--- config.mk ---
export PLATFORM = sky130hd
export DESIGN_NAME = prn_reclaim_queue
export DESIGN_NICKNAME = d
export VERILOG_FILES = /design/src/rtl/prn_reclaim_queue.sv
export SDC_FILE = /design/constraint.sdc
export NUM_CORES = 1
export LEC_CHECK = 0
export CORE_ASPECT_RATIO = 1.4
export CORE_MARGIN = 1
export CORE_UTILIZATION = 45
export CTS_BUF_LIST = sky130_fd_sc_hd__clkbuf_8 sky130_fd_sc_hd__clkbuf_16
export CTS_CLUSTER_SIZE = 12
export DETAILED_ROUTE_END_ITERATION = 6
export MAX_ROUTING_LAYER = met4
export PLACE_DENSITY = 0.66
export SLEW_MARGIN = 0
export SYNTH_ARGS = -nofsm -noshare
export SYNTH_HDL_FRONTEND = slang
export SYNTH_SLANG_ARGS = --single-unit
--- constraint.sdc ---
create_clock -name clk -period 3.9 [get_ports clk]
set_input_delay 0.78 -clock clk [delete_from_list [all_inputs] [get_ports clk]]
set_output_delay 0.78 -clock clk [all_outputs]
set_load 0.01 [all_outputs]
--- src/rtl/prn_reclaim_queue.sv ---
`default_nettype none
// ============================================================================
// Module   : prn_reclaim_queue
// Purpose  : In-order retirement tracker. Each renamed instruction gets an
//            entry that holds the physical registers it overwrote. Functional
//            units mark entries done out of order. Entries retire strictly in
//            program order, one per edge. A retirement returns the overwritten
//            PRNs to the rename free list.
// Ports    : clk, rst_n                 - clock, async active-low reset
//            alloc_valid/_prn_valid/_prn - new entry from rename
//            alloc_ready, alloc_tag      - accept flag and the tag it receives
//            complete_valid/_tag         - per-FU completion notices
//            free_valid, free_prns       - registered PRN return pulse
//            retire_valid, retire_tag    - registered retirement pulse
//            count                       - occupied entries
// Revision : 1.0 - initial release
// ============================================================================
module prn_reclaim_queue #(
  parameter int PRN_BITS     = 6,
  parameter int FU_COUNT     = 4,
  parameter int MAX_OPERANDS = 3,
  parameter int DEPTH        = 16,
  parameter int TAG_BITS     = $clog2(DEPTH)
) (
  input  logic                clk,
  input  logic                rst_n,
  input  logic                alloc_valid,
  input  logic                alloc_prn_valid [MAX_OPERANDS],
  input  logic [PRN_BITS-1:0] alloc_prn       [MAX_OPERANDS],
  output logic                alloc_ready,
  output logic [TAG_BITS-1:0] alloc_tag,
  input  logic                complete_valid  [FU_COUNT],
  input  logic [TAG_BITS-1:0] complete_tag    [FU_COUNT],
  output logic                free_valid      [MAX_OPERANDS],
  output logic [PRN_BITS-1:0] free_prns       [MAX_OPERANDS],
  output logic                retire_valid,
  output logic [TAG_BITS-1:0] retire_tag,
  output logic [TAG_BITS:0]   count
);

  localparam logic [TAG_BITS:0]   c_full_count = (TAG_BITS+1)'(DEPTH);
  localparam logic [TAG_BITS:0]   c_count_one  = (TAG_BITS+1)'(1);
  localparam logic [TAG_BITS-1:0] c_ptr_one    = TAG_BITS'(1);

  // Per-entry control state (reset) and PRN payload (not reset; only read
  // for an entry that is busy, which requires it to have been written).
  logic                r_busy      [DEPTH];
  logic                r_done      [DEPTH];
  logic                r_prn_valid [DEPTH][MAX_OPERANDS];
  logic [PRN_BITS-1:0] r_prn       [DEPTH][MAX_OPERANDS];
  logic [TAG_BITS-1:0] r_head;
  logic [TAG_BITS-1:0] r_tail;

  logic                w_accept;
  logic                w_retire;
  logic                w_hit [DEPTH];

  // Ready depends on registered count only, so a full queue refuses a new
  // entry even on the edge where the head retires.
  assign alloc_ready = (count != c_full_count);
  assign alloc_tag   = r_tail;
  assign w_accept    = alloc_valid && alloc_ready;
  assign w_retire    = r_busy[r_head] && r_done[r_head];

  // Any port naming an entry is a hit; several ports on one tag just merge.
  always_comb begin
    for (int e = 0; e < DEPTH; e++) begin
      w_hit[e] = 1'b0;
      for (int p = 0; p < FU_COUNT; p++) begin
        if (complete_valid[p] && (complete_tag[p] == TAG_BITS'(e))) begin
          w_hit[e] = 1'b1;
        end
      end
    end
  end

  always_ff @(posedge clk or negedge rst_n) begin
    if (!rst_n) begin
      for (int e = 0; e < DEPTH; e++) begin
        r_busy[e] <= 1'b0;
        r_done[e] <= 1'b0;
      end
      r_head       <= '0;
      r_tail       <= '0;
      count        <= '0;
      retire_valid <= 1'b0;
      retire_tag   <= '0;
      for (int i = 0; i < MAX_OPERANDS; i++) begin
        free_valid[i] <= 1'b0;
        free_prns[i]  <= '0;
      end
    end else begin
      for (int e = 0; e < DEPTH; e++) begin
        if (w_accept && (r_tail == TAG_BITS'(e))) begin
          // The tail is never busy when accepted, so a completion naming it
          // on this edge is stale and the fresh entry starts not done.
          r_busy[e] <= 1'b1;
          r_done[e] <= 1'b0;
        end else begin
          if (w_retire && (r_head == TAG_BITS'(e))) begin
            r_busy[e] <= 1'b0;
          end
          if (r_busy[e] && w_hit[e]) begin
            r_done[e] <= 1'b1;
          end
        end
      end

      if (w_accept) begin
        r_tail <= r_tail + c_ptr_one;
      end

      if (w_retire) begin
        r_head       <= r_head + c_ptr_one;
        retire_valid <= 1'b1;
        retire_tag   <= r_head;
        for (int i = 0; i < MAX_OPERANDS; i++) begin
          free_valid[i] <= r_prn_valid[r_head][i];
          free_prns[i]  <= r_prn[r_head][i];
        end
      end else begin
        retire_valid <= 1'b0;
        for (int i = 0; i < MAX_OPERANDS; i++) begin
          free_valid[i] <= 1'b0;
        end
      end

      case ({w_accept, w_retire})
        2'b10:   count <= count + c_count_one;
        2'b01:   count <= count - c_count_one;
        default: count <= count;
      endcase
    end
  end

  always_ff @(posedge clk) begin
    if (w_accept) begin
      for (int i = 0; i < MAX_OPERANDS; i++) begin
        r_prn_valid[r_tail][i] <= alloc_prn_valid[i];
        r_prn[r_tail][i]       <= alloc_prn[i];
      end
    end
  end

endmodule
`default_nettype wire

== Word level (Yosys, flattened, before mapping) ==
Memory sizes are Yosys's and may differ from the RTL's. A register that Yosys moved wholly into a read port is not among the register bits.
Cells that the tools add are included.

* Register bits: 53
* Memory bits (writable): 336
* Bits of input ports: 44
* Output and inout port bits: 36
* Logic and storage cells: 434
* Memories: 2

{| class="wikitable"
|+ Memories
! memory !! words !! width !! read ports !! clocked after Yosys merged registers in !! write ports !! RTL line !! RTL
|-
| r_prn || 16 || 18 || 1 || 1 || 1 || 50 || <nowiki>logic [PRN_BITS-1:0] r_prn [DEPTH][MAX_OPERANDS];</nowiki>
|-
| r_prn_valid || 16 || 3 || 1 || 0 || 1 || 49 || <nowiki>logic r_prn_valid [DEPTH][MAX_OPERANDS];</nowiki>
|}

* Add/sub/neg operators: 4
* $lt $le $gt $ge: 1
* Equal/unequal tests: 93
* Muxes and demuxes: 139
* Bitwise gates (word level): 1
* Reductions and logical operators: 154

{| class="wikitable"
|+ Operators with widths
! kind !! number
|-
| $eq A4 B4 Y1 const B || 48
|-
| $mux W1 || 135
|-
| $logic_and A1 B1 Y1 || 114
|-
| $eq A4 B3 Y1 const B || 24
|-
| $reduce_bool A2 Y1 || 33
|-
| $eq A4 B2 Y1 const B || 12
|-
| $eq A4 B1 Y1 const B || 6
|-
| $logic_not A4 Y1 || 6
|-
| $pmux W5 S2 || 1
|-
| $add A4 B1 Y4 const B || 2
|-
| $bmux W1 S4 || 2
|-
| $add A5 B1 Y5 const B || 1
|-
| $ge A5 B5 Y1 const B || 1
|-
| $ne A5 B5 Y1 const B || 1
|-
| $not A4 Y5 || 1
|-
| $sub A5 B1 Y5 const B || 1
|-
| $mux W3 || 1
|-
| $eq A2 B1 Y1 const B || 1
|-
| $eq A2 B2 Y1 const B || 1
|-
| $logic_not A1 Y1 || 1
|}

== Depth between registers and ports, before layout ==
Gate-level depths: netlist of run 1.

* Word-level depth: 9
* Mapped depth: 14
* Gate-level depth less buffers: 13

== Least setup slack after synthesis of run 1 ==
OpenSTA, ideal clock, no wires.

* Path kind: reg-to-reg
* Start: reg r_head[1]
* End: reg count[4]
* Setup time: 0.079 ns
* Data arrival time: 2.895 ns
* Data required time: 3.821 ns
* Setup slack: 0.926 ns
* Cell stages (with the launch flop): 15
* Path buffers: 1
* Clock period less this slack: 2.974 ns
* Cells stage by stage: dfrtp_1 -> buf_4 -> inv_4 -> mux4_2 -> mux2i_4 -> mux2i_2 -> inv_1 -> ha_1 -> inv_1 -> fa_1 -> nor2b_1 -> o21ai_0 -> and3_1 -> nor3_1 -> xor2_1

* Word-level cells in the longest chain between the ends: 7
* Elaborated cells on any way between the ends: 12
* Those cells by class: eq/ne (2); mux (7); bitwise (1); reduce/logical (2)

{| class="wikitable"
|+ Ends and longest elaborated chain
! element !! RTL line !! RTL
|-
| from (decl) || 51 || <nowiki>logic [TAG_BITS-1:0] r_head;</nowiki>
|-
| from (signal assigned) || 114 || <nowiki>r_head <= r_head + c_ptr_one;</nowiki>
|-
| $not A4 Y5 (implied by the code) (*) || 63 || <nowiki>assign w_retire = r_busy[r_head] && r_done[r_head];</nowiki>
|-
| $bmux W1 S4 || 63 ||
|-
| $mux W1 (implied by the code) (2 in series) || 63 ||
|-
| $logic_and A1 B1 Y1 (*) || 63 ||
|-
| via w_retire || 55 || <nowiki>logic w_retire;</nowiki>
|-
| $eq A2 B1 Y1 or $eq A2 B2 Y1 (tied branches) || 128 || <nowiki>case ({w_accept, w_retire})</nowiki>
|-
| $pmux W5 S2 or $reduce_bool A2 Y1 (tied branches) || -- ||
|-
| to (signal assigned) || 129 || <nowiki>2'b10: count <= count + c_count_one;</nowiki>
|-
| to (signal assigned) || 130 || <nowiki>2'b01: count <= count - c_count_one;</nowiki>
|-
| to (signal assigned) || 131 || <nowiki>default: count <= count;</nowiki>
|-
| to (decl) || 38 || <nowiki>output logic [TAG_BITS:0] count</nowiki>
|}

Mark *: on every way through the listed nets, which the timed path passes. The rest lies on a longest branch. The select of a mux whose other input is x is not followed.
A chain may end at the register's enable or synchronous reset.

== Worst setup path in the final report of run 1 ==
Same ends and word-level chain as after synthesis.

==> results.toml, run 1 <==
[power_and_ir_drop]
cellLeakagePower_uw = 0.00682
p_per_area_nw_per_um2 = 761
swShare = 0.333
internal-power_uw = 9920
pwr-share-comb = 0.371
seq_power_share = 0.396
switchingPower_uw = 4960
vdd_drop_max_mv = 0.683
clkPwrFrac = 0.233
finalPower_uw = 14900

[logic_synthesis]
syn_area_per_cell_um2 = 16.3
syn-cell-area_um2 = 17000
synth_cell_types = 50
async_flop_share = 0.174
synth-seq-cells = 407
yosysSeqAreaShare = 0.699
synth_ff_type = "edfxtp_1"
syn_inst = 1043
yosys_warnings = 0
syn-num-nets = 1100
synth_edf_count = 336

[critical_path]
end_kind = "register"
r2r_cells = 13
worst_ep_arrival_time_ps = 3750
r2r_slack_ps = 610
path_class = "reg -> reg"
cp_data_required_time_ps = 4360
critPathMaxFanout = 8
r2r_start = "r_head[1]$_DFFE_PN0P_"
critPathLaunchType = "register"
rr_endpoint = "count[4]$_DFFE_PN0P_"

[timing]
period_needed_ps = 3290
relSlewSlack = 0.277
rsz0062_at_grt = "false"
fmax_mhz = 304
skew_ps = 19.1
whs_ps = 321
tns_ps = 0
setup_viol = 0
worstMarginPinSlew_ps = 1080
fin_crit_sh = 0.844
hold_viol = 0
drv_slew = 0

[grt]
antenna_found_initial = 0
grt_max_degree = 79
grt_pass1_wl_um = 58500
grt.total_usage = 0.208
gr-total-overflow = 0
grt_pass1_vias = 9875

[clocking]
clock_sinks = 407
cts_root_buf = "clkbuf_16"
cts_buffers = 40
htreeDepth = 2
postCtsSetupRepairBufs = 0
holdBufCountCts = 0
cts-resized-gates = 0
cts_tree = "built"
clk_path_buf_depth = 3
path_clk_slew_ps = 60
clock_latency_ps = 540

[drt]
drc = 1
num_vias = 9421
drt_iter0_markers = 635
ant_nets = 0
routed_wirelength_um = 38000
routed_via_density = 5.75
wl_per_cell_um = 23.2
dr.pass1.iters = 7

[finish]
layout-drive-gt1-share = 0.224
syn_to_final_growth_pct = 15.1
final_common_cell = "edfxtp_1"
fin_nets = 1201
final_cell_mix = "edfxtp_1, mux2_2, o22ai_1, clkdlybuf4s50_1, dfrtp_1"
n_antenna_cell = 0
final_cells = 1639
final_core_util = 0.529

[floorplan]
core_um2 = 37000
die-area_um2 = 38500
rows = 83
start_util = 0.459
die_x_um = 166
die_y_um = 232
ios = 80

[hold_path]
min_path_type = "in -> async"

[placed_design]
dp_hpwl_um = 22200
port_buffers = 79
gp_congestion = 0.916
dp.cells = 1569

[outcome]
outcome = "complete, but fails checks"
violations = "design-rule violations"

[run]
drv_cap = 0
==> power by group through the flow <==
stage	clock network, µW	logic [µW]	registers, µW
global route	3670	5980	5970
global placement	0	5490	5940
detailed placement	0	5580	5980
floorplan	0	3970	5910
CTS	3530	5590	5900
finish	3460	5520	5900
==> through the flow <==
step                instance area (µm²)  worst slack [ps]
floorplan                         17000               926
global placement                  18400               665
detailed placement                18400               613
CTS                               19500               596
global route                      19500               354
finish                            19500               610
==> how the worst max path moves through the flow <==
stage	slack, ps	endpoint	depth (start not counted)	start
2_1_floorplan	930	count[4]$_DFFE_PN0P_	14	r_head[1]$_DFFE_PN0P_
3_3_place_gp	660	count[4]$_DFFE_PN0P_	13	r_head[1]$_DFFE_PN0P_
3_5_place_dp	610	count[4]$_DFFE_PN0P_	13	r_head[1]$_DFFE_PN0P_
4_1_cts	600	count[4]$_DFFE_PN0P_	13	r_head[1]$_DFFE_PN0P_
5_1_grt	350	count[4]$_DFFE_PN0P_	13	r_head[1]$_DFFE_PN0P_
6_report	610	count[4]$_DFFE_PN0P_	13	r_head[1]$_DFFE_PN0P_
==> registers in the layout, indices dropped and copies added (netlist names) <==
| register | flops |
|---|---|
| count | 5 |
| free_prns | 18 |
| r_prn | 288 |
| retire_valid | 1 |
| r_done | 16 |
| r_prn_valid | 48 |
| free_valid | 3 |
| alloc_tag | 4 |
| r_busy | 16 |
| r_head | 4 |
| retire_tag | 4 |
==> synth_stat cells (all sizes together) (10+ instances only) <==
cell	number	area [µm²]
clkbuf	17	63.8
o21ai	12	60.1
a21oi	24	120
ha	12	150
nor2	57	214
a21o	13	97.6
nand2b	10	62.6
o22ai	78	488
dfrtp	71	1780
nor3	15	75.1
buf	34	216
nand3	16	80.1
mux2	144	1620
mux4	21	473
mux2i	56	589
edfxtp	336	10100
nand2	31	116
inv	19	73.8
==> cells by family (layout without fill, tap and decap cells) <==
group,Yosys count,in the layout,synth area share
compound gates,155,155,0.0593
xor+xnor,7,7,0.00361
fa+ha+maj,13,13,0.0100
buf+inv,70,199,0.0209
flops,407,407,0.699
mux,221,221,0.158
simple gates,170,170,0.0494
==> metal layers <==
metal	routed length, µm	part of all wire	track usage
met5	0	0	-
met3	1610	0.042	0.0261
met2	19800	0.52	0.363
met4	1160	0.030	0.0759
met1	15400	0.41	0.247
==> final cells by class <==
| type | instances | area [µm²] |
|---|---|---|
| fillers | 3007 | 17400 |
| flip-flops and latches | 407 | 11900 |
| multi-input cells | 566 | 4780 |
| repair buffers | 110 | 1070 |
| clock buffers | 42 | 1040 |
| well taps | 467 | 584 |
| clock inverters | 28 | 120 |
| inverters | 19 | 73.8 |
==> critical path, cell delays in order (launching register included) <==
cell,delay [ps]
dfrtp_4,550
inv_4,120
mux4_2,550
mux2i_4,180
mux2i_2,210
inv_1,130
ha_1,230
inv_1,100
fa_1,400
nor2b_1,120
o21ai_0,90
and3_1,190
nor3_1,170
xor2_1,160
Power figures use the tool's default switching activity.
==> run 2: changes to the inputs <==
PLACE_DENSITY = 0.69   (was 0.66)
clock period = 2.72 ns   (was 3.9 ns; I/O delays follow)
==> run 2 against run 1 <==
Compared with the run above: the run ends with design-rule violations, negative setup slack left; largest cell class unchanged; sequential cell count stayed put; non-clock buffer count is 24 higher; first-iteration DRC count is 16% higher; register-to-register slack worse by 700 ps; cell area is 2.1% higher; clock power is 42% higher; combinational power is 56% higher.
==> results.toml, run 2 (synthesized netlist as in run 1, its figures left out) <==
[floorplan]
start_util = 0.459
die_y_um = 232
core_um2 = 37000
die-area_um2 = 38500
ios = 80
rows = 83
die_x_um = 166

[critical_path]
critPathMaxFanout = 4
crit_family = "multiplexers"
max_stage_delay_ps = 550
end_kind = "register"
cp_data_required_time_ps = 3170
worst_ep_arrival_time_ps = 3260
critPathSlowestCell = "mux4_2"
path_buf_inv = 3
critical_path.cell_chain = "inv_6 > mux4_2 > mux2i_4 > mux2i_4 > inv_2 > ha_4 > inv_2 > fa_2 > nor2b_1 > o21ai_1 > and3_1 > nor3_2 > xor2_1"
path_class = "reg -> reg"
critPathLaunchType = "register"

[placed_design]
placed_area_um2 = 18700
port_buffers = 79
dp_hpwl_um = 21900
gp_congestion = 0.856

[timing]
setup_ws_ps = -91.8
worstMarginPinSlew_ps = 818
whs_ps = 476
skew_ps = 15.4
period_needed_ps = 2810
rsz0062_at_grt = "true"
setup_viol = 1
hold_viol = 0
relSlewSlack = 0.455
drv_slew = 0
fmax_mhz = 356
fin_crit_sh = 1.03

[hold_path]
min_path_type = "in -> async"

[grt]
grt_pass1_vias = 10124
gr-usage-met2 = 0.362
grtUsageMet1 = 0.249
antenna_found_initial = 0
top_usage_layer = "met2"
met3_usage = 0.0336
grt.total_usage = 0.211
grt_pass1_wl_um = 59300
gr-total-overflow = 0
grt_max_degree = 66

[drt]
dr.pass1.iters = 7
routed_via_density = 5.76
wl_per_cell_um = 23.4
drc = 12
ant_nets = 0
drt_iter0_markers = 735
num_vias = 9584
routed_wirelength_um = 38900

[clocking]
clock_sinks = 407
cts_root_buf = "clkbuf_16"
cts_buffers = 40
path_clk_slew_ps = 60
cts_tree = "built"
clk_path_buf_depth = 3
clock_latency_ps = 530
htreeDepth = 2

[power_and_ir_drop]
p_per_area_nw_per_um2 = 1100
finalPower_uw = 22000
cellLeakagePower_uw = 0.00699
vdd_drop_max_mv = 1.07

[outcome]
violations = "design-rule violations, negative setup slack"
outcome = "complete, but fails checks"

[finish]
largest_reg_flops = 288
layout-drive-gt1-share = 0.242
syn_to_final_growth_pct = 17.5
fin_nets = 1225
final_cell_mix = "edfxtp_1, mux2_2, o22ai_1, clkdlybuf4s50_1, dfrtp_1"
final_cell_area_um2 = 20000
top_register = "r_prn"
largestRegisters = "r_prn (288), r_prn_valid (48), free_prns (18)"
final_common_cell = "edfxtp_1"

[run]
drv_cap = 0
==> run 2: cell types whose count changed in the layout (fill, tap and decap cells not counted), moves of 2 or more <==
cell	previous run	this run
buf_12	4	19
buf_4	28	34
buf_6	0	2
clkinv_1	0	2
ha_1	12	10
ha_4	0	2
inv_2	1	3
o21ai_0	12	10
o21ai_1	0	2
==> run 2: worst reg2reg max path: stages (launching register included) <==
cell,delay (ps)
dfrtp_4,500
inv_6,90
mux4_2,550
mux2i_4,200
mux2i_4,120
inv_2,90
ha_4,150
inv_2,50
fa_2,350
nor2b_1,110
o21ai_1,80
and3_1,160
nor3_2,140
xor2_1,150
==> run 2: area by class of cell <==
cell class              count  area, µm²
fillers                  2943      17000
flip-flops and latches    407      11900
multi-input cells         566       4830
repair buffers            134       1450
clock buffers              42       1040
well taps                 467        584
clock inverters            29        110
inverters                  19       76.3
diodes                      1       2.50
==> run 2: worst paths after layout <==
path | from | endpoint | slack, ps | cells past startpoint
worst max register to register | r_head[1]$_DFFE_PN0P_ | count[4]$_DFFE_PN0P_ | -90 | 13
worst min-delay path | rst_n | count[0]$_DFFE_PN0P_ | 480 | 2
worst min register to register | r_busy[5]$_DFFE_PN0P_ | r_busy[5]$_DFFE_PN0P_ | 500 | 1
max in group asynchronous | rst_n | free_prns[3]$_DFFE_PN0P_ | 1570 | 3
min in group clk | r_busy[5]$_DFFE_PN0P_ | r_busy[5]$_DFFE_PN0P_ | 500 | 1
worst max-delay path | r_head[1]$_DFFE_PN0P_ | count[4]$_DFFE_PN0P_ | -90 | 13
==> run 2: per-stage QoR <==
stage / std cells / utilization / TNS, ps / setup WS [ps]
2_1_floorplan: 1043 / - / -63.8 / -63.8
5_1_grt: 1664 / 0.540 / -303 / -191
3_5_place_dp: 1587 / 0.507 / -173 / -173
6_report: 1665 / 0.540 / -91.8 / -91.8
3_3_place_gp: 1587 / 0.507 / -104 / -104
4_1_cts: 1662 / 0.539 / -82.9 / -82.9
==> run 2: timing repair <==
item                                    CTS  global route
setup buffers                             3             3
pin swaps                                 3             4
gates cloned                              0             0
hold endpoints to repair                 21             0
hold buffers                              1             0
endpoints found under the setup margin    1             3
gates resized for setup                   1             5
==> run 2: power breakdown <==
group          switching (µW)  total, µW  internal (µW)
registers                 561       8420           7860
clock network            2190       4920           2730
logic                    4550       8630           4080
total                    7300      22000          14700
==> run 2: layer usage <==
metal  share of wire  routed length [µm]
met1            0.39               15400
met2            0.52               20300
met3           0.052                2010
met4           0.033                1300
met5               0                   0
==> run 3: changes to the inputs <==
CELL_PAD_IN_SITES_DETAIL_PLACEMENT = 0   (was unset)
CELL_PAD_IN_SITES_GLOBAL_PLACEMENT = 1   (was unset)
DONT_BUFFER_PORTS = 1   (was unset)
PLACE_DENSITY = 0.74   (was 0.69)
==> run 3 against run 2 <==
Compared with the run above: the flow still finishes with violations (design-rule violations, negative setup slack); utilization fell by 2.3 points; largest power group is now sequential cells; cell count fell by 4.5%; worst hold slack got worse by 390 ps; sequential power rose by 2%; non-clock buffer count fell by 74; sequential share of layout area rose by 2.6 points; cell area fell by 4.2%; critical path depth did not move.
==> results.toml, run 3 (synthesized netlist as in run 1, its figures left out) <==
[drt]
wl_per_cell_um = 24.2
dr.pass1.iters = 6
drc = 3
routed_wirelength_um = 38500
ant_nets = 0
drt_iter0_markers = 576
num_vias = 9236
routed_via_density = 5.81

[floorplan]
rows = 83
ios = 80
core_um2 = 37000
die-area_um2 = 38500
die_y_um = 232
die_x_um = 166
start_util = 0.459

[power_and_ir_drop]
p_per_area_nw_per_um2 = 1120
internal-power_uw = 14200
swShare = 0.335
switchingPower_uw = 7180
pwr-share-comb = 0.365
cellLeakagePower_uw = 0.00668
clkPwrFrac = 0.236
seq_power_share = 0.399
vdd_drop_max_mv = 0.741

[finish]
final_common_cell = "edfxtp_1"
largest_reg_flops = 288
final_core_util = 0.517
syn_to_final_growth_pct = 12.6
top_register = "r_prn"
fillers = 3020
largestRegisters = "r_prn (288), r_prn_valid (48), free_prns (18)"
final_cell_mix = "edfxtp_1, mux2_2, o22ai_1, dfrtp_1, mux2i_1"
layout-drive-gt1-share = 0.264
final_cell_area_um2 = 19100
fin_nets = 1151

[timing]
relSlewSlack = 0.460
hold_viol = 0
skew_ps = 18.5
drv_slew = 0
worstMarginPinSlew_ps = 811
rsz0062_at_grt = "true"
setup_ws_ps = -52.6
tns_ps = -102
fmax_mhz = 361
setup_viol = 2
whs_ps = 90.3
fin_crit_sh = 1.02
period_needed_ps = 2770

[grt]
grtUsageMet1 = 0.249
antenna_found_initial = 1
grt_pass1_vias = 9681
grt_max_degree = 72
gr-total-overflow = 0
grt_pass1_wl_um = 58400
grt.total_usage = 0.210
gr-usage-met2 = 0.356
met3_usage = 0.0390
top_usage_layer = "met2"

[clocking]
path_clk_slew_ps = 60
clock_sinks = 407
clk_path_buf_depth = 3
htreeDepth = 2
cts_tree = "built"
cts_root_buf = "clkbuf_16"
clock_latency_ps = 550
cts_buffers = 40

[placed_design]
placed_area_um2 = 17800
port_buffers = 0
gp_congestion = 0.846
dp_hpwl_um = 22500

[run]
drv_cap = 0

[critical_path]
worst_ep_arrival_time_ps = 3240
critPathLaunchType = "register"
path_class = "reg -> reg"
cp_data_required_time_ps = 3180
critPathMaxFanout = 4
end_kind = "register"
r2r_slack_ps = -50

[hold_path]
min_path_type = "in -> reg"

[outcome]
violations = "design-rule violations, negative setup slack"
outcome = "complete, but fails checks"
==> run 3: changes by cell type in the layout (fill, tap and decap cells not counted), moves of 2 or more <==
cell / change
clkdlybuf4s50_1: -78
buf_4: +16
buf_12: -11
buf_6: -2
inv_1: -2
inv_6: +2
==> run 3: per-layer routing <==
layer  vias up  part of all wire
met3        69             0.051
met1      4753              0.40
met5         -                 0
met4         0             0.032
met2       229              0.51
li1       4185                 -
==> run 3: per-stage QoR <==
stage               setup slack [ps]  total power, µW  cells
finish                         -52.6            21400   1590
global route                    -207            22500   1590
CTS                            -66.0            21600   1589
detailed placement              -142            16400   1513
global placement                -107            16200   1513
floorplan                      -63.8            14300   1043
==> run 3: cell type report <==
cell class / instances / area, µm² / share of cell area
timing repair buffer: 60 / 573 / 0.0300
multi-input combinational: 566 / 4830 / 0.253
antenna: 1 / 2.50 / 0.000131
clock inverter: 28 / 141 / 0.00740
sequential: 407 / 11900 / 0.621
inverter: 19 / 76.3 / 0.00399
tap: 467 / 584 / 0.0306
clock buffer: 42 / 1040 / 0.0544
==> run 3: path summary, 6_finish.rpt <==
path | start | end | cells past startpoint
max in group asynchronous | rst_n | free_prns[12]$_DFFE_PN0P_ | 2
min in group asynchronous | rst_n | r_head[1]$_DFFE_PN0P_ | 2
worst min-delay path | alloc_prn[16] | r_prn[10][16]$_DFFE_PP_ | 0
worst min register to register | r_busy[7]$_DFFE_PN0P_ | r_busy[7]$_DFFE_PN0P_ | 1
worst max-delay path | r_head[1]$_DFFE_PN0P_ | count[4]$_DFFE_PN0P_ | 13
worst max register to register | r_head[1]$_DFFE_PN0P_ | count[4]$_DFFE_PN0P_ | 13
==> run 3: power by group through the flow <==
stage	combinational [µW]	clock, µW	sequential (µW)
2_1_floorplan	5790	0	8470
3_5_place_dp	7750	0	8690
4_1_cts	7910	5150	8560
6_report	7810	5060	8550
5_1_grt	8460	5380	8670
3_3_place_gp	7590	0	8640
==> run 3: critical path, stage by stage (launching register included) <==
cell,delay [ps]
dfrtp_4,500
inv_6,90
mux4_2,540
mux2i_4,200
mux2i_4,110
inv_2,90
ha_4,130
inv_2,40
fa_2,330
nor2b_1,120
o21ai_1,80
and3_1,180
nor3_2,120
xor2_1,160
==> run 3: repair_timing <==
| item | in CTS | in global routing |
|---|---|---|
| resized for setup | 4 | 0 |
| setup endpoints to repair | 2 | 2 |
| pin swaps | 9 | 2 |
| endpoints found under the hold margin | 71 | 0 |
| hold buffers | 2 | 0 |
| setup buffers | 4 | 0 |
